## src/rtl/fp_invsqrt_arb_if.sv

```systemverilog
// Requester/response and invsqrt-pipe signal bundle for fp_invsqrt_arb.
// slave = the arbiter; master = the requesters plus the pipe around it.
interface fp_invsqrt_arb_if #(
    parameter int NUM_REQ = 4
);
    logic [NUM_REQ-1:0]    req_vld;
    logic [NUM_REQ-1:0]    req_rdy;
    logic [16*NUM_REQ-1:0] req_x;
    logic [NUM_REQ-1:0]    rsp_vld;
    logic [NUM_REQ-1:0]    rsp_rdy;
    logic [16*NUM_REQ-1:0] rsp_y;
    logic [15:0]           pipe_x;
    logic                  pipe_x_vld;
    logic [15:0]           pipe_y;
    logic                  pipe_y_vld;

    modport slave (
        input  req_vld, req_x, rsp_rdy, pipe_y, pipe_y_vld,
        output req_rdy, rsp_vld, rsp_y, pipe_x, pipe_x_vld
    );

    modport master (
        output req_vld, req_x, rsp_rdy, pipe_y, pipe_y_vld,
        input  req_rdy, rsp_vld, rsp_y, pipe_x, pipe_x_vld
    );
endinterface

```

## src/rtl/fp_invsqrt_arb.sv

```systemverilog
// Round-robin sharing of one fixed-latency bf16 invsqrt pipe among NUM_REQ requesters.
// Define INVSQRT_ARB_SPECIAL_EN to resolve zero/denormal and negative operands locally.
module fp_invsqrt_arb #(
    parameter int NUM_REQ  = 4,
    parameter int PIPE_LAT = 17
) (
    input  logic            clk,
    input  logic            rst_n,
    fp_invsqrt_arb_if.slave bus,
    output logic            busy,
    output logic            err
);
    localparam int IDX_W = $clog2(NUM_REQ);

    localparam logic [1:0] ST_IDLE = 2'd0;
    localparam logic [1:0] ST_BUSY = 2'd1;
    localparam logic [1:0] ST_DONE = 2'd2;

    typedef struct packed {
        logic             vld;
        logic [IDX_W-1:0] idx;
        logic             spec;
        logic [15:0]      sval;
    } tag_t;

    logic [1:0]            state_q [NUM_REQ];
    logic [IDX_W-1:0]      ptr;
    logic                  grant_any;
    logic [IDX_W-1:0]      grant_idx;
    logic [NUM_REQ-1:0]    grant_oh;
    logic [15:0]           grant_x;
    logic                  grant_spec;
    logic [15:0]           grant_sval;
    logic [15:0]           pipe_x_q;
    logic                  pipe_x_vld_q;
    tag_t                  issue_q;
    tag_t                  tag_q [PIPE_LAT];
    tag_t                  tag_out;
    logic                  land;
    logic [15:0]           land_data;
    logic                  misalign;
    logic [16*NUM_REQ-1:0] rsp_y_q;
    logic [NUM_REQ-1:0]    rsp_vld_c;
    logic                  err_q;

    function automatic logic [IDX_W-1:0] wrap_idx(input int v);
        return IDX_W'((v >= NUM_REQ) ? (v - NUM_REQ) : v);
    endfunction

    // First eligible requester at or above ptr, wrapping around.
    always_comb begin
        grant_any = 1'b0;
        grant_idx = '0;
        for (int off = 0; off < NUM_REQ; off++) begin
            if (!grant_any && bus.req_vld[wrap_idx(int'(ptr) + off)] &&
                state_q[wrap_idx(int'(ptr) + off)] == ST_IDLE) begin
                grant_any = 1'b1;
                grant_idx = wrap_idx(int'(ptr) + off);
            end
        end
        grant_oh = grant_any ? (NUM_REQ'(1) << grant_idx) : '0;
        grant_x  = bus.req_x[int'(grant_idx)*16 +: 16];
    end

    always_comb begin
        grant_spec = 1'b0;
        grant_sval = '0;
`ifdef INVSQRT_ARB_SPECIAL_EN
        if (grant_x[14:7] == 8'd0) begin
            grant_spec = 1'b1;
            grant_sval = 16'h7F80;
        end else if (grant_x[15]) begin
            grant_spec = 1'b1;
            grant_sval = 16'h7FC0;
        end
`endif
    end

    // issue_q is the tag entry that travels alongside pipe_x_vld into the delay line.
    always_ff @(posedge clk or negedge rst_n) begin
        if (!rst_n) begin
            pipe_x_q     <= '0;
            pipe_x_vld_q <= 1'b0;
            issue_q      <= '0;
            ptr          <= '0;
        end else begin
            pipe_x_vld_q <= grant_any && !grant_spec;
            issue_q      <= '{vld: grant_any, idx: grant_idx, spec: grant_spec, sval: grant_sval};
            if (grant_any && !grant_spec)
                pipe_x_q <= grant_x;
            if (grant_any)
                ptr <= (int'(grant_idx) == NUM_REQ - 1) ? '0 : grant_idx + IDX_W'(1);
        end
    end

    always_ff @(posedge clk or negedge rst_n) begin
        if (!rst_n) begin
            for (int i = 0; i < PIPE_LAT; i++)
                tag_q[i] <= '0;
        end else begin
            tag_q[0] <= issue_q;
            for (int i = 1; i < PIPE_LAT; i++)
                tag_q[i] <= tag_q[i-1];
        end
    end

    assign tag_out = tag_q[PIPE_LAT-1];

    // A special tag carries its own answer; any pipe result next to it is stray.
    always_comb begin
        land      = 1'b0;
        land_data = '0;
        misalign  = 1'b0;
        if (tag_out.vld && tag_out.spec) begin
            land      = 1'b1;
            land_data = tag_out.sval;
            misalign  = bus.pipe_y_vld;
        end else if (tag_out.vld) begin
            if (bus.pipe_y_vld) begin
                land      = 1'b1;
                land_data = bus.pipe_y;
            end else begin
                misalign  = 1'b1;
            end
        end else begin
            misalign = bus.pipe_y_vld;
        end
    end

    always_ff @(posedge clk or negedge rst_n) begin
        if (!rst_n) begin
            for (int i = 0; i < NUM_REQ; i++)
                state_q[i] <= ST_IDLE;
            rsp_y_q <= '0;
            err_q   <= 1'b0;
        end else begin
            if (misalign)
                err_q <= 1'b1;
            for (int i = 0; i < NUM_REQ; i++) begin
                case (state_q[i])
                    ST_IDLE: if (grant_oh[i]) state_q[i] <= ST_BUSY;
                    ST_BUSY: begin
                        if (land && int'(tag_out.idx) == i) begin
                            state_q[i]           <= ST_DONE;
                            rsp_y_q[i*16 +: 16]  <= land_data;
                        end
                    end
                    ST_DONE: if (bus.rsp_rdy[i]) state_q[i] <= ST_IDLE;
                    default: state_q[i] <= ST_IDLE;
                endcase
            end
        end
    end

    always_comb begin
        rsp_vld_c = '0;
        for (int i = 0; i < NUM_REQ; i++)
            rsp_vld_c[i] = (state_q[i] == ST_DONE);
    end

    always_comb begin
        busy = issue_q.vld;
        for (int i = 0; i < NUM_REQ; i++)
            if (state_q[i] != ST_IDLE) busy = 1'b1;
        for (int i = 0; i < PIPE_LAT; i++)
            if (tag_q[i].vld) busy = 1'b1;
    end

    assign bus.req_rdy    = grant_oh;
    assign bus.rsp_vld    = rsp_vld_c;
    assign bus.rsp_y      = rsp_y_q;
    assign bus.pipe_x     = pipe_x_q;
    assign bus.pipe_x_vld = pipe_x_vld_q;
    assign err            = err_q;
endmodule
```

## src/flat_wrapper.sv

```systemverilog
// flat-port wrapper written by rule: the top's interface ports become plain ports
module fp_invsqrt_arb_flat 
#(
    parameter int NUM_REQ  = 4,
    parameter int PIPE_LAT = 17
)
  (clk, rst_n, busy, err, bus_req_vld, bus_req_x, bus_rsp_rdy, bus_pipe_y, bus_pipe_y_vld, bus_req_rdy, bus_rsp_vld, bus_rsp_y, bus_pipe_x, bus_pipe_x_vld);
  fp_invsqrt_arb_if #(.NUM_REQ(NUM_REQ)) bus_i ();
  input  logic clk;
  input  logic rst_n;
  output logic busy;
  output logic err;
  input wire logic [$bits(bus_i.req_vld)-1:0] bus_req_vld;
  input wire logic [$bits(bus_i.req_x)-1:0] bus_req_x;
  input wire logic [$bits(bus_i.rsp_rdy)-1:0] bus_rsp_rdy;
  input wire logic [$bits(bus_i.pipe_y)-1:0] bus_pipe_y;
  input wire logic [$bits(bus_i.pipe_y_vld)-1:0] bus_pipe_y_vld;
  output wire logic [$bits(bus_i.req_rdy)-1:0] bus_req_rdy;
  output wire logic [$bits(bus_i.rsp_vld)-1:0] bus_rsp_vld;
  output wire logic [$bits(bus_i.rsp_y)-1:0] bus_rsp_y;
  output wire logic [$bits(bus_i.pipe_x)-1:0] bus_pipe_x;
  output wire logic [$bits(bus_i.pipe_x_vld)-1:0] bus_pipe_x_vld;
  assign bus_i.req_vld = bus_req_vld;
  assign bus_i.req_x = bus_req_x;
  assign bus_i.rsp_rdy = bus_rsp_rdy;
  assign bus_i.pipe_y = bus_pipe_y;
  assign bus_i.pipe_y_vld = bus_pipe_y_vld;
  assign bus_req_rdy = bus_i.req_rdy;
  assign bus_rsp_vld = bus_i.rsp_vld;
  assign bus_rsp_y = bus_i.rsp_y;
  assign bus_pipe_x = bus_i.pipe_x;
  assign bus_pipe_x_vld = bus_i.pipe_x_vld;
  fp_invsqrt_arb #(.NUM_REQ(NUM_REQ), .PIPE_LAT(PIPE_LAT)) u_core (.clk(clk), .rst_n(rst_n), .bus(bus_i), .busy(busy), .err(err));
endmodule
```

## config.mk

```make
export PLATFORM = sky130hd
export DESIGN_NAME = fp_invsqrt_arb_flat
export DESIGN_NICKNAME = d
export VERILOG_FILES = /design/src/rtl/fp_invsqrt_arb_if.sv /design/src/rtl/fp_invsqrt_arb.sv /design/src/flat_wrapper.sv
export SDC_FILE = /design/constraint.sdc
export NUM_CORES = 1
export LEC_CHECK = 0
export CORE_MARGIN = 1.5
export CORE_UTILIZATION = 40
export DETAILED_ROUTE_END_ITERATION = 8
export PLACE_DENSITY = 0.83
export REMOVE_ABC_BUFFERS = 1
export SETUP_SLACK_MARGIN = 0.02
export SLEW_MARGIN = 10
export SYNTH_ARGS = -nofsm -noshare
export SYNTH_HDL_FRONTEND = slang
export SYNTH_SLANG_ARGS = --single-unit
```

## constraint.sdc

```tcl
create_clock -name clk -period 3 [get_ports clk]
set_clock_uncertainty 0.1 [all_clocks]
set_input_delay 0.6 -clock clk [delete_from_list [all_inputs] [get_ports clk]]
set_output_delay 0.6 -clock clk [all_outputs]
set_load 0.02 [all_outputs]
```

Word-level counts from Yosys, hierarchy flattened:

Cells that the tools add are included.

* $add $sub $neg: 8
* multiply operators: 0
* div/mod/pow operators: 0
* order comparisons: 12
* eq/ne operators: 24
* shift-type cells: 2
* muxes and demuxes: 77
* bitwise gates (word level): 4
* reduce and logical (&&, ||, !) cells: 35

Operators with widths (count)
* 64-bit by 7-bit indexed part select with 16-bit output: 1
* 2-bit two-way mux: 29
* 1-bit two-way mux: 33
* 16-bit two-way mux: 2
* 2-bit one-hot mux with 3 select lines: 4
* 3-bit greater-or-equal comparator (second input constant): 7
* 2-bit zero test: 9
* 2-bit binary-select mux with 2-bit select: 4
* 2-bit inequality test (second input constant): 8
* 2-bit by 1-bit == test with 1-bit output (second input constant): 6
* 2-bit == test (second input constant): 6
* 2-bit by 3-bit < comparator with 1-bit output (second input constant): 4
* 2-bit inverter with 3-bit output: 4
* 3-bit AND reduction: 4
* 1-bit logical AND: 11
* 1-bit binary-select mux with 2-bit select: 4
* 2-bit by 1-bit inequality test with 1-bit output (second input constant): 4
* 2-bit AND reduction: 4
* 2-bit nonzero test: 4
* 2-bit by 1-bit subtractor with 2-bit output (second input constant): 4
* 2-bit by 2-bit adder with 3-bit output (second input constant): 2
* 4-bit two-way mux: 1
* 1-bit by 2-bit left shift with 4-bit output (first input constant): 1
* 2-bit by 1-bit adder with 3-bit output (second input constant): 1
* 3 further kinds: 5

* flip-flop bits (word level): 145
* bits in latches: 0
* bits in writable memories: 0
* bits in read-only memories: 0
* bits of input ports: 91
* word-level logic and storage cells: 209
* memories kept: 0

Logic depth before layout (Yosys ltp):

* depth in word-level cells: 25
* depth in mapped cells: 9
* depth with buffers taken out: 7

Worst setup path before layout:

Ideal clock, no wire load.

* kind: input to output
* start: in bus_req_vld[2]
* end: out bus_req_rdy[0]
* data arrival time: 2.177 ns
* path slack: 0.123 ns
* cell stages on the path: 8
* buffers on the path: 2
* cells stage by stage: or3b_1 -> buf_6 -> nor3_4 -> a211oi_4 -> inv_4 -> buf_4 -> ha_1 -> and2_1

* word-level cells in the longest chain between the ends: 18

RTL lines
* from (decl): RTL line flat_wrapper.sv:13 `input wire logic [$bits(bus_i.req_vld)-1:0] bus_req_vld;`
* 1-bit binary-select mux with 2-bit select: RTL line fp_invsqrt_arb.sv:55 `if (!grant_any && bus.req_vld[wrap_idx(int'(ptr) + off)] &&`
* 1-bit two-way mux (implied by the code): RTL line fp_invsqrt_arb.sv:55
* 1-bit logical AND: RTL line fp_invsqrt_arb.sv:55
* 1-bit two-way mux: RTL line fp_invsqrt_arb.sv:55
* 1-bit zero test: RTL line fp_invsqrt_arb.sv:55
* 1-bit logical AND (2 in series): RTL line fp_invsqrt_arb.sv:55
* 1-bit two-way mux: RTL line fp_invsqrt_arb.sv:55
* 1-bit zero test: RTL line fp_invsqrt_arb.sv:55
* 1-bit logical AND (2 in series): RTL line fp_invsqrt_arb.sv:55
* 1-bit two-way mux: RTL line fp_invsqrt_arb.sv:55
* 1-bit zero test: RTL line fp_invsqrt_arb.sv:55
* 1-bit logical AND (2 in series): RTL line fp_invsqrt_arb.sv:55
* 2-bit two-way mux *: RTL line fp_invsqrt_arb.sv:55
* via u_core.grant_idx[0]: RTL line fp_invsqrt_arb.sv:29 `logic [IDX_W-1:0] grant_idx;`
* 1-bit by 2-bit left shift with 4-bit output *: RTL line fp_invsqrt_arb.sv:61 `grant_oh = grant_any ? (NUM_REQ'(1) << grant_idx) : '0;`
* 4-bit two-way mux *: RTL line fp_invsqrt_arb.sv:61
* to (decl): RTL line flat_wrapper.sv:18 `output wire logic [$bits(bus_i.req_rdy)-1:0] bus_req_rdy;`

The timed path passes the listed nets; every way through them passes the cells marked *. The select of a mux whose other input is x is not followed.

Worst setup path in the final report:

* start: reg u_core.state_q[5] (netlist bit)
* end: out bus_req_rdy[1]

* word-level cells in the longest chain between the ends: 20

RTL lines
* from (decl): RTL line fp_invsqrt_arb.sv:26 `logic [1:0] state_q [NUM_REQ];`
* from (signal, indexed assignment): RTL line fp_invsqrt_arb.sv:133 `state_q[i] <= ST_IDLE;`
* from (signal, indexed assignment): RTL line fp_invsqrt_arb.sv:141 `ST_IDLE: if (grant_oh[i]) state_q[i] <= ST_BUSY;`
* from (signal, indexed assignment): RTL line fp_invsqrt_arb.sv:144 `state_q[i] <= ST_DONE;`
* 2-bit binary-select mux with 2-bit select: RTL line fp_invsqrt_arb.sv:56 `state_q[wrap_idx(int'(ptr) + off)] == ST_IDLE) begin`
* 2-bit two-way mux (implied by the code) (2 in series): RTL line fp_invsqrt_arb.sv:56
* 2-bit zero test: RTL line fp_invsqrt_arb.sv:56
* 1-bit logical AND: RTL line fp_invsqrt_arb.sv:55
* 1-bit two-way mux: RTL line fp_invsqrt_arb.sv:55
* 1-bit zero test: RTL line fp_invsqrt_arb.sv:55
* 1-bit logical AND (2 in series): RTL line fp_invsqrt_arb.sv:55
* 1-bit two-way mux: RTL line fp_invsqrt_arb.sv:55
* 1-bit zero test: RTL line fp_invsqrt_arb.sv:55
* 1-bit logical AND (2 in series): RTL line fp_invsqrt_arb.sv:55
* 1-bit two-way mux: RTL line fp_invsqrt_arb.sv:55
* 1-bit zero test: RTL line fp_invsqrt_arb.sv:55
* 1-bit logical AND (2 in series): RTL line fp_invsqrt_arb.sv:55
* 2-bit two-way mux *: RTL line fp_invsqrt_arb.sv:55
* via u_core.grant_idx[0]: RTL line fp_invsqrt_arb.sv:29
* 1-bit by 2-bit left shift with 4-bit output *: RTL line fp_invsqrt_arb.sv:61
* 4-bit two-way mux *: RTL line fp_invsqrt_arb.sv:61

Marks and branches as above.

==> reports/metrics.cfg <==
[grt]
antenna_found_initial = 1
grt_max_degree = 74
grt_pass1_wl_um = 24000
grt-ovfl-total = 0
grt_pass1_vias = 4802
track_usage_pct = 21.2

[pwr]
irDropWorstVdd_mv = 0.525
leakage_uw = 0.00385
power_uw = 9260
p_per_area_nw_per_um2 = 1060

[worst_setup_path]
worstSetupPathType = reg -> out
path_delay_family = simple AND/OR/NAND/NOR gates
crit_path_frequent_cell = buf_6
crit_chain = nor3b_4, buf_6, nor3_4, a211oi_4, buf_4, ha_2, and2_4, buf_6
r2r_end = u_core.bus.pipe_x[4]
r2r_cells = 9
endpoint = bus_req_rdy[1]
critPathArrivalTime_ns = 2.32
slowest_stage = dfrtp_1
worstSetupStartpoint = u_core.state_q[5]
cp.required_ns = 2.30
crit_path_start_kind = flip-flop
reg2reg_slack_ns = 0.50
end_kind = output port
crit_buf_inv = 3
cp_num_cells = 8
crit_path_max_fanout = 4
max_stage_delay_ns = 0.43
r2r_start = u_core.state_q[5]

[synth]
synthArstFlopShare_pct = 100
synth_area_leader_cell = dfrtp_1
ys.flop_type = dfrtp_1
synthTopCellsByArea = dfrtp_1 63%, o21ai_0 6.0%, nand2_1 5.3%
yosysTopAreaCellShare_pct = 63.4
synth_area_sq_um = 5720
synth_seq_cells = 145
synth_edf_count = 0
yosys_warnings = 0
ys_seq_area_share_pct = 63.4
synth_cell_types = 42
syn_inst = 486
avgSynthCellArea_sq_um = 11.8

[detailed_routing]
via_per_inst = 5.21
drt-total-wl_um = 15400
wl_per_cell_um = 17.0
drc = 0
ant_nets = 0
vias = 4696
first_iter_violations = 275
firstDrtPassIters = 4

[timing]
hold_ws_ns = 0.0913
finalSetupViolations = 2
fin_ws_ns = -0.0194
maxSlewViolCount = 0
finalCritPeriodShare_pct = 101
hold_viol = 0
max_freq_ghz = 0.331
rsz0062_at_grt = true
tightest_slew_ns = 0.699
slew-limit-headroom_pct = 53.4
fin_crit_ns = 3.02

[finish]
n_fill_cell = 1065
final_cell_mix = 171 x clkdlybuf4s50_1, 145 x dfrtp_1, 81 x nand2_1
nets = 804
final_layout_size_suffix_gt1_share_pct = 18.3
finalCoreUtilization_pct = 62.9
final_common_cell = clkdlybuf4s50_1
area_growth_pct = 53.1
design_area_sq_um = 8760

[die]
die_h_um = 123
boundaryPins = 182
dieWidth_um = 123
dieArea_sq_um = 15000
start_util_pct = 41.1
rows = 43
design.core.area_sq_um = 13900

[clock_network]
h-tree-depth = 4
clk_latency_ns = 0.41
ctsHoldBuffers = 0
cts_tree = built
path_clk_slew_ns = 0.05
clock_path_buffers = 2
cts_sinks = 145
numCtsBuffers = 17
cts_root_buffer = clkbuf_16

[placed_design]
post-place-ws_ns = -0.759
port_buffers = 181
gp_congestion = 0.820
dp_hpwl_um = 10600
place_area_sq_um = 7940

[run]
drv_cap = 0

[run_status]
violations = negative setup slack
outcome = finished with violations

[min_path]
min_path_type = in -> async

[cells in the mapped netlist (2+ instances only)]
master,number
a211oi_2,19
nand3_1,2
mux2i_1,16
o21ai_0,69
clkbuf_1,21
a2111oi_0,16
inv_1,20
a21oi_1,5
dfrtp_1,145
nand3b_1,4
ha_1,5
buf_6,2
buf_4,2
nand2b_1,4
a211oi_1,17
nor2_1,22
o22ai_4,3
nor4_1,5
nand2_1,81
or3b_2,2
and2_1,5
[final cells by class]
cell class | count | area [sq um] | share of cell area, %
clock inverters | 10 | 156 | 1.78
repair buffers | 230 | 2240 | 25.6
diodes | 1 | 2.50 | 0.0286
clock buffers | 22 | 474 | 5.41
well taps | 180 | 225 | 2.57
inverters | 22 | 85.1 | 0.971
multi-input cells | 292 | 1950 | 22.3
flip-flops and latches | 145 | 3630 | 41.4
[repair_timing]
action / 4_1_cts / 5_1_grt
pin swaps: 7 / 5
hold endpoints to repair: 0 / 0
gates cloned: 1 / 0
endpoints found under the setup margin: 5 / 4
gates resized for setup: 45 / 3
setup buffers: 5 / 3
[worst reg2reg max path, delay by kind of cell (launching register included)]
kind / cells / cell delay (ns)
compound gates: 3 / 0.83
buf+inv: 4 / 0.68
flops: 1 / 0.43
simple gates: 2 / 0.32
[logic make-up (layout without fill, tap and decap cells)]
family          count (synthesis)  in the layout  share of synthesized area [%]
simple gates                  137            137                           11.4
buf+inv                        49            284                           3.96
flops                         145            145                           63.4
compound gates                133            133                           17.2
mux                            17             17                           2.99
fa+ha+maj                       5              5                           1.09
other cells                     0              1                              0
[how the worst min path moves through the flow]
| stage | slack, ns | to | cells after the start | startpoint |
|---|---|---|---|---|
| final | 0.09 | u_core.bus.rsp_y[19] | 1 | rst_n |
| after detailed placement | 0.24 | u_core.tag_q[58] | 0 | u_core.tag_q[78] |
| after floorplan | 0.20 | u_core.bus.pipe_x[0] | 0 | rst_n |
| after CTS | 0.1 | u_core.bus.rsp_y[7] | 1 | rst_n |
| after global placement | 0.24 | u_core.tag_q[218] | 0 | u_core.tag_q[238] |
| after global routing | 0.12 | u_core.bus.rsp_y[19] | 1 | rst_n |
[stage by stage]
stage          std cells  setup TNS [ns]
3_5_place_dp         860           -4.76
4_1_cts              898         -0.0385
3_3_place_gp         860           -2.84
2_1_floorplan        459          -0.227
6_report             902         -0.0298
5_1_grt              902          -0.199
[metal layers]
layer	global-route usage, %	wire length [um]	vias to the layer above
li1	-	-	2146
met1	25.1	6270	2264
met2	36.0	7510	255
met3	5.72	1200	31
met4	9.74	373	0
met5	0	0	-
[registers in the layout, summed over array words and instances (netlist names)]
register and count:
u_core.bus.pipe_x 16, u_core.bus.pipe_x_vld 1, u_core.bus.rsp_y 64, u_core.err 1, u_core.issue_q 2, u_core.ptr 2
u_core.state_q 8, u_core.tag_out 3, u_core.tag_q 48
[where the power goes]
part	total [uW]	internal, uW	switching (uW)
clock network	2220	1450	771
logic	3870	1850	2020
registers	3160	2710	450
total	9260	6020	3240
Note: power is estimated with default switching activity, not from simulation.
